**src/rtl/demux_1_4_buf_pkg.sv**
```systemverilog
// Shared definitions for the 1:4 buffered demux: default widths, channel
// count, select encodings and the per-channel occupancy encoding.
package demux_1_4_buf_pkg;

  localparam int W_DEF  = 8;
  localparam int CW_DEF = 8;
  localparam int NCH    = 4;

  localparam logic [1:0] CH0 = 2'd0;
  localparam logic [1:0] CH1 = 2'd1;
  localparam logic [1:0] CH2 = 2'd2;
  localparam logic [1:0] CH3 = 2'd3;

  typedef enum logic [1:0] {
    OCC_EMPTY = 2'd0,
    OCC_ONE   = 2'd1,
    OCC_TWO   = 2'd2
  } occ_t;

  // One-hot channel decode of the select field.
  function automatic logic [NCH-1:0] sel_decode(input logic [1:0] sel);
    logic [NCH-1:0] oh;
    oh = '0;
    unique case (sel)
      CH0: oh = 4'b0001;
      CH1: oh = 4'b0010;
      CH2: oh = 4'b0100;
      CH3: oh = 4'b1000;
    endcase
    return oh;
  endfunction

endpackage

```
**src/rtl/demux_chan_fifo.sv**
```systemverilog
// One output channel: 2-entry FIFO with a registered head word and a
// delivered-word counter.
//
// state     | meaning
// ----------+---------------------------------------------
// OCC_EMPTY | no word queued, dout holds the last head
// OCC_ONE   | head valid, tail unused
// OCC_TWO   | head and tail valid, channel full
module demux_chan_fifo
  import demux_1_4_buf_pkg::*;
#(
  parameter int W  = W_DEF,
  parameter int CW = CW_DEF
) (
  input  logic          clk,
  input  logic          rst,
  input  logic          push,
  input  logic [W-1:0]  din,
  output logic          full,
  input  logic          pop,
  output logic [W-1:0]  dout,
  output logic          valid,
  output logic [CW-1:0] cnt
);

  occ_t          occ_q, occ_d;
  logic [W-1:0]  head_q, head_d;
  logic [W-1:0]  tail_q, tail_d;
  logic [CW-1:0] cnt_q, cnt_d;
  logic          do_push, do_pop;

  assign valid   = (occ_q != OCC_EMPTY);
  assign full    = (occ_q == OCC_TWO);
  // A full channel refuses a push even when it pops in the same cycle.
  assign do_push = push && !full;
  assign do_pop  = pop && valid;
  assign dout    = head_q;
  assign cnt     = cnt_q;

  // Occupancy, head/tail and counter registers.
  always_ff @(posedge clk) begin
    if (rst) begin
      occ_q  <= OCC_EMPTY;
      head_q <= '0;
      tail_q <= '0;
      cnt_q  <= '0;
    end else begin
      occ_q  <= occ_d;
      head_q <= head_d;
      tail_q <= tail_d;
      cnt_q  <= cnt_d;
    end
  end

  // Next occupancy and data movement; head keeps its value when emptied.
  always_comb begin
    occ_d  = occ_q;
    head_d = head_q;
    tail_d = tail_q;
    cnt_d  = do_pop ? cnt_q + 1'b1 : cnt_q;
    unique case (occ_q)
      OCC_EMPTY: begin
        if (do_push) begin
          head_d = din;
          occ_d  = OCC_ONE;
        end
      end
      OCC_ONE: begin
        if (do_push && do_pop) begin
          head_d = din;
        end else if (do_push) begin
          tail_d = din;
          occ_d  = OCC_TWO;
        end else if (do_pop) begin
          occ_d  = OCC_EMPTY;
        end
      end
      OCC_TWO: begin
        if (do_pop) begin
          head_d = tail_q;
          occ_d  = OCC_ONE;
        end
      end
      default: occ_d = OCC_EMPTY;
    endcase
  end

endmodule

```
**src/rtl/demux_1_4_buf.sv**
```systemverilog
// 1:4 demux with a 2-entry buffer per output channel. The top level only
// decodes the select and muxes the per-channel full flags into in_ready;
// all storage lives in the channel FIFOs.
module demux_1_4_buf
  import demux_1_4_buf_pkg::*;
#(
  parameter int W     = W_DEF,
  parameter int DEPTH = 2,
  parameter int CW    = CW_DEF
) (
  input  logic              clk,
  input  logic              rst,
  input  logic [W-1:0]      I,
  input  logic [1:0]        S,
  input  logic              in_valid,
  output logic              in_ready,
  output logic [4*W-1:0]    Y,
  output logic [3:0]        out_valid,
  input  logic [3:0]        out_ready,
  output logic [4*CW-1:0]   cnt
);

  // The channel FIFO is hand-built for exactly two entries.
  if (DEPTH != 2) begin : g_depth_chk
    $error("demux_1_4_buf supports DEPTH=2 only");
  end

  logic [NCH-1:0] full;
  logic [NCH-1:0] sel_oh;
  logic [NCH-1:0] push;

  assign sel_oh   = sel_decode(S);
  // No pop-through: readiness depends only on the addressed channel's fill.
  assign in_ready = !rst && !full[S];
  assign push     = {NCH{in_valid && in_ready}} & sel_oh;

  for (genvar k = 0; k < NCH; k++) begin : g_chan
    demux_chan_fifo #(
      .W  (W),
      .CW (CW)
    ) u_fifo (
      .clk   (clk),
      .rst   (rst),
      .push  (push[k]),
      .din   (I),
      .full  (full[k]),
      .pop   (out_ready[k]),
      .dout  (Y[k*W +: W]),
      .valid (out_valid[k]),
      .cnt   (cnt[k*CW +: CW])
    );
  end

endmodule

```
**config.mk**
```make
export PLATFORM = sky130hd
export DESIGN_NAME = demux_1_4_buf
export DESIGN_NICKNAME = d
export VERILOG_FILES = /design/src/rtl/demux_1_4_buf_pkg.sv /design/src/rtl/demux_chan_fifo.sv /design/src/rtl/demux_1_4_buf.sv
export SDC_FILE = /design/constraint.sdc
export NUM_CORES = 1
export LEC_CHECK = 0
export CORE_ASPECT_RATIO = 1.1
export CORE_MARGIN = 3
export CORE_UTILIZATION = 26
export DETAILED_ROUTE_END_ITERATION = 8
export GPL_ROUTABILITY_DRIVEN = 0
export SLEW_MARGIN = 40
export SYNTH_ARGS = -nofsm -noshare
export SYNTH_HDL_FRONTEND = slang
export SYNTH_SLANG_ARGS = --single-unit
```
**constraint.sdc**
```tcl
create_clock -name clk -period 1.5 [get_ports clk]
set_input_delay 0.225 -clock clk [delete_from_list [all_inputs] [get_ports clk]]
set_output_delay 0.225 -clock clk [all_outputs]
set_load 0.01 [all_outputs]
```
==> results of run 1 <==
critical path, cell delays in order (launching register included):
cell and delay, ps:
sky130_fd_sc_hd__dfxtp_1 320, sky130_fd_sc_hd__nor2b_1 140, sky130_fd_sc_hd__mux4_2 480, sky130_fd_sc_hd__nor2_4 130
sky130_fd_sc_hd__buf_6 110
cells by family after synthesis:
kind of cell,Yosys count
buffers and inverters,62
XOR/XNOR,8
AO/OA/AOI/OAI,176
AND/OR/NAND/NOR,139
flip-flops,104
multiplexers,45
adder cells (fa/ha/maj),4
state kept, by name (all words and copies together) (netlist names):
signal                count
g_chan.u_fifo.dout       32
g_chan.u_fifo.tail_q     32
g_chan.u_fifo.occ_q       8
g_chan.u_fifo.cnt        32
placed cells by master (no fill, tap or decap), drive strengths merged, types with 2 or more instances in the layout:
cell type / synthesis / routed
a211oi: 32 / 32
o21ai: 41 / 41
o2111ai: 2 / 2
nor4b: 2 / 2
nor4bb: 3 / 3
dlygate4sd2: 0 / 35
nand4: 6 / 6
inv: 4 / 5
nor2b: 10 / 10
buf: 40 / 90
or4: 8 / 8
mux2: 4 / 4
clkdlybuf4s50: 0 / 23
nor3: 5 / 5
nand3: 33 / 33
a311oi: 32 / 32
dlymetal6s2s: 0 / 21
a31oi: 4 / 4
nand4bb: 2 / 2
a31o: 4 / 4
xor2: 8 / 8
o31ai: 8 / 8
a21oi: 46 / 46
nor2: 17 / 17
clkdlybuf4s15: 0 / 2
dfxtp: 104 / 104
nand3b: 4 / 4
o211ai: 4 / 4
nand2: 9 / 9
or3b: 2 / 2
or2: 3 / 3
nand2b: 14 / 14
bufinv: 0 / 2
or3: 12 / 12
and3b: 6 / 6
clkbuf: 18 / 12
mux2i: 40 / 40
ha: 4 / 4
metal layers:
layer	vias up	routed length (um)	GRT usage
met5	-	0	0
met4	0	181	0.0365
met3	13	565	0.0317
met2	83	6610	0.209
met1	2136	6920	0.178
li1	2291	-	-
path summary, 6_finish.rpt:
| check | from | end | slack, ps | cells after the start |
|---|---|---|---|---|
| worst min register to register | g_chan[0].u_fifo.tail_q[1] | g_chan[0].u_fifo.tail_q[1] | 470 | 2 |
| worst max-delay path | g_chan[2].u_fifo.occ_q[1] | in_ready | -250 | 4 |
| worst max register to register | g_chan[0].u_fifo.occ_q[1] | g_chan[0].u_fifo.tail_q[4] | 30 | 4 |
| worst min-delay path | out_ready[0] | g_chan[0].u_fifo.occ_q[1] | 390 | 2 |
power breakdown:
part / total [mW] / switching, mW / internal (mW)
Combinational: 0.628 / 0.333 / 0.294
Clock: 2.58 / 1.07 / 1.51
Sequential: 2.83 / 0.0258 / 2.80
what timing repair did:
| item | CTS | global route |
|---|---|---|
| cloned | 0 | 1 |
| buffers inserted | 0 | 3 |
| pin swaps | 1 | 3 |
| gates resized for setup | 84 | 33 |
| setup endpoints to repair | 94 | 51 |
area by class of cell:
cell class / instances / area (um^2)
sequential: 104 / 2110
fill: 1918 / 12100
clock inverter: 4 / 77.6
tap: 247 / 309
clock buffer: 11 / 243
timing repair buffer: 172 / 1620
multi-input combinational: 372 / 2820
inverter: 4 / 15.0
==> results.toml, run 1 <==
[yosys]
synthTopCellsByCount = "104 x sky130_fd_sc_hd__dfxtp_1, 46 x sky130_fd_sc_hd__a21oi_1, 40 x sky130_fd_sc_hd__mux2i_1, 32 x sky130_fd_sc_hd__a311oi_1, 32 x sky130_fd_sc_hd__nand3_1"
synth_top_cells_by_area = "sky130_fd_sc_hd__dfxtp_1 40%, sky130_fd_sc_hd__mux2i_1 7.8%, sky130_fd_sc_hd__a311oi_1 5.4%, sky130_fd_sc_hd__a211oi_2 4.9%, sky130_fd_sc_hd__a21oi_1 4.5%"
synthDominantAreaCellType = "sky130_fd_sc_hd__dfxtp_1"
syn_avg_cell_area_um2 = 9.57
synth-warning-count = 0
synth_most_common_cell = "sky130_fd_sc_hd__dfxtp_1"
synth.top_cell.area_share = 0.404
synth_top_family_by_area = "compound AO/OA/AOI/OAI gates"
ys_async_sr_fraction = 0
synthMuxAreaShare = 0.0909
synth.lib_cells_used.distinct = 52
yosys_most_used_dff = "sky130_fd_sc_hd__dfxtp_1"
seq_total_area_yosys = 0.404
synth_edf_count = 0
cell_count_after_synthesis = 538
post_synth_and_or_nand_nor_area_fraction = 0.169
synth_fa_ha_area_frac = 0.00972
synthXorXnorAreaFrac = 0.0136
synth.net_count = 559
ys_ff_latch = 104
syn-cell-area_mm2 = 0.00515
fraction_of_the_mapped_netlist_area_in_compound_gates = 0.249

[sta]
finalWorstSetupSlack_ps = -245
final-hold-violation-count = 0
portion_of_the_clock_cycle_consumed_by_the_worst_path_in_the_final_layout = 1.16
worst_clock_skew_ps = 10.2
timing.max_slew.rel_slack = 0.603
drv_slew = 0
setup_viol = 2
slew_at_the_pin_closest_to_its_max_slew_limit_ps = 595
setup-tns-final_ps = -332
fin_worst_hold_slack_ps = 391
layout_min_cycle_time_ps = 1750
fmaxAchievable_mhz = 573
grt_setup_unrepaired = "true"

[floorplan]
ioPinCount = 86
fp.coreArea_mm2 = 0.0193
dieArea_mm2 = 0.0215
num_rows = 53
initial_utilization = 0.267
die_x_um = 140
die_height_um = 154

[min_path]
hold_path_class = "input port to register"

[job]
number_of_max_capacitance_violations_reported = 0

[routing]
antenna_violating_nets_post_route = 0
post_drt_wl_per_cell_um = 15.6
drt_first_pass_iters = 4
via_count = 4523
totalWireLength_um = 14300
drc = 0
first_iter_violations = 308
via_per_inst = 4.95

[clocking]
clock_sink_count = 104
clk_pin_slew_worst_paths_ps = 70
hold_buffers = 0
ctsRootBufferMaster = "sky130_fd_sc_hd__clkbuf_16"
cts_tree = "done"
cts_max_level = 3
clk-insertion-delay-late_ps = 350
cts-buffers-inserted = 9
buffers_from_clock_root_to_sink_at_most = 2

[grt]
global_route.overflow_total = 0
grt_start_max_net_pins = 60
track_usage = 0.131
grt_pass1_wl_um = 23300
antenna_found_initial = 1
first_global_vias = 4360

[layout]
antenna_cells_inserted = 0
syn2layout_area_growth_pct = 39.6
finalNetCount = 684
final-instance-count-excl-fill = 914
post-route-cell-area_mm2 = 0.00719
utilization = 0.372
post_route_cells_drive_above_1_share = 0.265

[pwr]
p_per_area_mw_per_mm2 = 839
power.ir.vdd_worst_mv = 0.547
totalPowerFinal_mw = 6.03
power.leakage_nw = 3.03

[setup_path]
worstSetupStartpointType = "register"
end_kind = "output port"
worstPathMaxFanout = 2
cp.required_ps = 1270
worstPathArrival_ps = 1520
timing_worst_setup_path_type = "register to output port"

[run_status]
outcome = "complete, but fails checks"
violated_checks = "setup timing"

[placed_design]
hpwlAfterDp_um = 9920
detailed_place.area_mm2 = 0.00671
count_of_input_and_output_buffers = 85
place_worst_setup_slack_ps = -670
placed_cells = 896
No activity file was read; power rests on OpenSTA's default activity.
==> run 2, diff against run 1 <==
--- a/config.mk
+++ b/config.mk
@@ -10,7 +10,8 @@
 export CORE_UTILIZATION = 26
 export DETAILED_ROUTE_END_ITERATION = 8
 export GPL_ROUTABILITY_DRIVEN = 0
-export SLEW_MARGIN = 40
+export PLACE_DENSITY_LB_ADDON = 0.3
+export SKIP_CTS_REPAIR_TIMING = 1
 export SYNTH_ARGS = -nofsm -noshare
 export SYNTH_HDL_FRONTEND = slang
 export SYNTH_SLANG_ARGS = --single-unit
==> run 2 against run 1 <==
- the flow still finishes with violations (setup timing)
- register-to-register slack improved by 20 ps
- hold slack worse by 75 ps
- sequential cell count stayed put
- clock power is 7% lower
- design area shrank 2.4%
- non-clock buffer count decreased by 23
- worst setup slack got worse by 30 ps
- global-route usage increased by 0.26 points
- utilization shrank 0.91 points
- critical path type unchanged
- largest cell class unchanged
- highest routed layer unchanged
==> results.toml, run 2 (synthesis results as in run 1) <==
[layout]
antenna_cells_inserted = 0
most_common_cell_after_layout_fill_and_taps_aside = "sky130_fd_sc_hd__dfxtp_1"
finalNetCount = 661
most-common-layout-cells = "88 x sky130_fd_sc_hd__dfxtp_1, 56 x sky130_fd_sc_hd__buf_4, 55 x sky130_fd_sc_hd__dlymetal6s2s_1"
post-route-cell-area_mm2 = 0.00701
final-instance-count-excl-fill = 891
post_route_cells_drive_above_1_share = 0.222
syn2layout_area_growth_pct = 36.2

[floorplan]
dieArea_mm2 = 0.0215
initial_utilization = 0.267
die_height_um = 154
fp.coreArea_mm2 = 0.0193
ioPinCount = 86
num_rows = 53
die_x_um = 140

[setup_path]
worstSetupStartpointType = "register"
slowest_stage = "sky130_fd_sc_hd__mux4_2"
end_kind = "output port"
cp_top_family = "multiplexers"
worstPathArrival_ps = 1550
cp.required_ps = 1270
timing_worst_setup_path_type = "register to output port"
crit_path_cell_trace = "nor2b_1, mux4_2, nor2_4, buf_6"
worstPathMaxFanout = 2
cp_num_buf_inv = 1
slowest_delay_ps = 500

[grt]
gr-usage-met3 = 0.0230
grt_start_max_net_pins = 39
antenna_found_initial = 0
grt_util_met2 = 0.228
grt_pass1_wl_um = 23800
first_global_vias = 4504
track_usage = 0.134
global_route.overflow_total = 0
grt_busiest_layer = "met2"
met1_demand_to_capacity_share_in_global_routing = 0.172

[sta]
drv_slew = 0
slew_at_the_pin_closest_to_its_max_slew_limit_ps = 458
timing.max_slew.rel_slack = 0.695
fmaxAchievable_mhz = 563
worst_clock_skew_ps = 5.14
layout_min_cycle_time_ps = 1780
grt_setup_unrepaired = "true"
portion_of_the_clock_cycle_consumed_by_the_worst_path_in_the_final_layout = 1.18
final-hold-violation-count = 0
setup_viol = 1
finalWorstSetupSlack_ps = -275

[routing]
drc = 0
post_drt_wl_per_cell_um = 16.2
drt_first_pass_iters = 4
via_per_inst = 5.06
antenna_violating_nets_post_route = 0
totalWireLength_um = 14400
via_count = 4509
first_iter_violations = 286

[placed_design]
count_of_input_and_output_buffers = 85
hpwlAfterDp_um = 10400
detailed_place.area_mm2 = 0.00652
place_worst_setup_slack_ps = -689
placed_cells = 876

[clocking]
cts_tree = "done"
clock_sink_count = 104
ctsRootBufferMaster = "sky130_fd_sc_hd__clkbuf_16"
buffers_from_clock_root_to_sink_at_most = 2
cts-buffers-inserted = 9
clk-insertion-delay-late_ps = 350
cts_max_level = 3
clk_pin_slew_worst_paths_ps = 70

[job]
number_of_max_capacitance_violations_reported = 0

[min_path]
hold_path_class = "input port to register"

[pwr]
power.ir.vdd_worst_mv = 0.578
p_per_area_mw_per_mm2 = 829
power.leakage_nw = 3.33

[run_status]
outcome = "complete, but fails checks"
violated_checks = "setup timing"
run 2: cell count changes in the layout (fill, tap and decap cells not counted), sizes merged:
cell           previous run  this run
dlymetal6s2s             21        55
dlygate4sd2              35         0
inv                       5         4
bufinv                    2         1
clkbuf                   12        14
clkdlybuf4s50            23        25
clkdlybuf4s15             2         0
buf                      90        67
clkinvlp                  0         1
run 2: layout make-up:
class                           instances  area, um^2
Fill cell                            1901       12300
Multi-Input combinational cell        372        2780
Inverter                                4        15.0
Clock buffer                           12         246
Timing Repair Buffer                  149        1520
Sequential cell                       104        2100
Tap cell                              247         309
Clock inverter                          3        42.5
run 2: metrics by stage:
stage,utilization,TNS [ps],hold slack (ps),power [mW]
3_3_place_gp,0.338,-28020,461,3.47
6_report,0.363,-275,316,5.81
4_1_cts,0.353,-8190,309,5.87
3_5_place_dp,0.338,-30400,473,3.48
5_1_grt,0.363,-339,335,6.03
2_1_floorplan,-,-47.0,373,3.21
run 2: worst min-delay path, delay by kind of cell:
family / cells / cell delay (ps)
buf+inv: 2 / 340
compound gates: 1 / 50
run 2: where the power goes:
part	switching, mW	internal [mW]	leakage, nW	total (mW)
Clock	1.06	1.33	0.139	2.40
Combinational	0.322	0.269	2.34	0.591
Sequential	0.0272	2.80	0.849	2.83
Total	1.41	4.40	3.33	5.81
run 2: worst paths after layout:
path | start | to | slack [ps] | depth (start not counted)
setup reg to reg | g_chan[0].u_fifo.occ_q[1] | g_chan[0].u_fifo.tail_q[4] | 50 | 4
hold / removal | rst | g_chan[3].u_fifo.dout[4] | 320 | 3
setup / recovery | g_chan[3].u_fifo.occ_q[1] | in_ready | -280 | 4
hold reg to reg | g_chan[0].u_fifo.tail_q[3] | g_chan[0].u_fifo.tail_q[3] | 470 | 2
run 2: per-layer routing:
metal	routed length [um]	part of all wire
met5	0	0
met4	197	0.014
met2	7090	0.49
met1	6650	0.46
met3	496	0.034
==> run 3, diff against run 2 <==
--- a/config.mk
+++ b/config.mk
@@ -10,6 +10,8 @@
 export CORE_UTILIZATION = 26
 export DETAILED_ROUTE_END_ITERATION = 8
 export GPL_ROUTABILITY_DRIVEN = 0
+export HOLD_SLACK_MARGIN = 0.02
+export MAX_ROUTING_LAYER = met4
 export PLACE_DENSITY_LB_ADDON = 0.3
 export SKIP_CTS_REPAIR_TIMING = 1
 export SYNTH_ARGS = -nofsm -noshare
==> run 3 against run 2 <==
- the run still ends with setup timing left
- maximum frequency about the same
- non-clock buffer count unchanged
- routed wire length up 0.26%
- final cell count unchanged
- critical path depth stayed put
- sequential share of layout area is essentially flat
- clock skew hardly changed
- global-route usage is 0.38 points higher
- design area barely moved
- sequential cell count unchanged
- hold slack improved by 1.4 ps
- largest cell class unchanged
- largest power group unchanged
==> results.toml, run 3 (synthesis results as in run 1) <==
[setup_path]
worstPathMaxFanout = 2
timing_worst_setup_path_type = "register to output port"
worstPathArrival_ps = 1550
cp.required_ps = 1270
end_kind = "output port"
worstSetupStartpointType = "register"

[clocking]
ctsRootBufferMaster = "sky130_fd_sc_hd__clkbuf_16"
cts_max_level = 3
clk-insertion-delay-late_ps = 350
buffers_from_clock_root_to_sink_at_most = 2
cts-buffers-inserted = 9
cts_tree = "done"
clk_pin_slew_worst_paths_ps = 70
clock_sink_count = 104

[floorplan]
die_height_um = 154
num_rows = 53
initial_utilization = 0.267
die_x_um = 140
dieArea_mm2 = 0.0215
fp.coreArea_mm2 = 0.0193
ioPinCount = 86

[routing]
antenna_violating_nets_post_route = 0
first_iter_violations = 311
via_per_inst = 5.05
post_drt_wl_per_cell_um = 16.2
drc = 0
totalWireLength_um = 14500
via_count = 4497
drt_first_pass_iters = 4

[grt]
track_usage = 0.138
antenna_found_initial = 0
grt_pass1_wl_um = 23800
global_route.overflow_total = 0
first_global_vias = 4501
grt_start_max_net_pins = 39

[placed_design]
detailed_place.area_mm2 = 0.00652
placed_cells = 876
count_of_input_and_output_buffers = 85
hpwlAfterDp_um = 10400

[pwr]
power.ir.vdd_worst_mv = 0.574
p_per_area_mw_per_mm2 = 828
power.leakage_nw = 3.33
totalPowerFinal_mw = 5.81

[sta]
setup_viol = 1
timing.max_slew.rel_slack = 0.694
layout_min_cycle_time_ps = 1780
fmaxAchievable_mhz = 563
drv_slew = 0
worst_clock_skew_ps = 4.74
fin_worst_hold_slack_ps = 318
portion_of_the_clock_cycle_consumed_by_the_worst_path_in_the_final_layout = 1.18
grt_setup_unrepaired = "true"
slew_at_the_pin_closest_to_its_max_slew_limit_ps = 458
setup-tns-final_ps = -276
final-hold-violation-count = 0
finalWorstSetupSlack_ps = -276

[layout]
regArea_mm2 = 0.00210
finalNetCount = 661
most_common_cell_after_layout_fill_and_taps_aside = "sky130_fd_sc_hd__dfxtp_1"
final-instance-count-excl-fill = 891
most-common-layout-cells = "87 x sky130_fd_sc_hd__dfxtp_1, 56 x sky130_fd_sc_hd__buf_4, 55 x sky130_fd_sc_hd__dlymetal6s2s_1"
multiInputGateArea_mm2 = 0.00278
syn2layout_area_growth_pct = 36.2
layout.filler_cells = 1905
post-route-cell-area_mm2 = 0.00701
antenna_cells_inserted = 0
post_route_cells_drive_above_1_share = 0.224

[job]
number_of_max_capacitance_violations_reported = 0

[min_path]
hold_path_class = "input port to register"

[run_status]
outcome = "complete, but fails checks"
violated_checks = "setup timing"
[run 3: cell counts in the layout (fill, tap and decap cells not counted)]
No cell type changed its count.
[run 3: critical path, stage by stage (launching register included)]
cell                      delay, ps
sky130_fd_sc_hd__dfxtp_1        320
sky130_fd_sc_hd__nor2b_1        160
sky130_fd_sc_hd__mux4_2         510
sky130_fd_sc_hd__nor2_4         120
sky130_fd_sc_hd__buf_6          110
[run 3: through the flow]
stage,setup WS [ps],util
2_1_floorplan,-47.0,-
3_3_place_gp,-676,0.338
3_5_place_dp,-689,0.338
4_1_cts,-742,0.353
5_1_grt,-315,0.363
6_report,-276,0.363
[run 3: layout make-up]
cell class	count	share of cell area
Timing Repair Buffer	149	0.217
Sequential cell	104	0.300
Clock buffer	12	0.0351
Clock inverter	3	0.00607
Inverter	4	0.00214
Multi-Input combinational cell	372	0.396
Tap cell	247	0.0441
[run 3: metal layers]
metal / vias up / track usage / wire [um]
met2: 64 / 0.227 / 7130
li1: 2241 / - / -
met4: 0 / 0.0443 / 196
met1: 2181 / 0.173 / 6640
met3: 11 / 0.0221 / 501
met5: - / - / 0
[run 3: path summary, 6_finish.rpt]
check | start | endpoint | depth (start not counted) | slack (ps)
worst min register to register | g_chan[0].u_fifo.tail_q[3] | g_chan[0].u_fifo.tail_q[3] | 2 | 470
worst min-delay path | rst | g_chan[3].u_fifo.dout[7] | 3 | 320
worst max-delay path | g_chan[3].u_fifo.occ_q[1] | in_ready | 4 | -280
worst max register to register | g_chan[0].u_fifo.occ_q[1] | g_chan[0].u_fifo.tail_q[1] | 4 | 50
[run 3: where the power goes]
part / switching [mW] / total, mW / internal [mW]
Combinational: 0.322 / 0.591 / 0.269
Sequential: 0.0270 / 2.83 / 2.80
Clock: 1.06 / 2.39 / 1.33
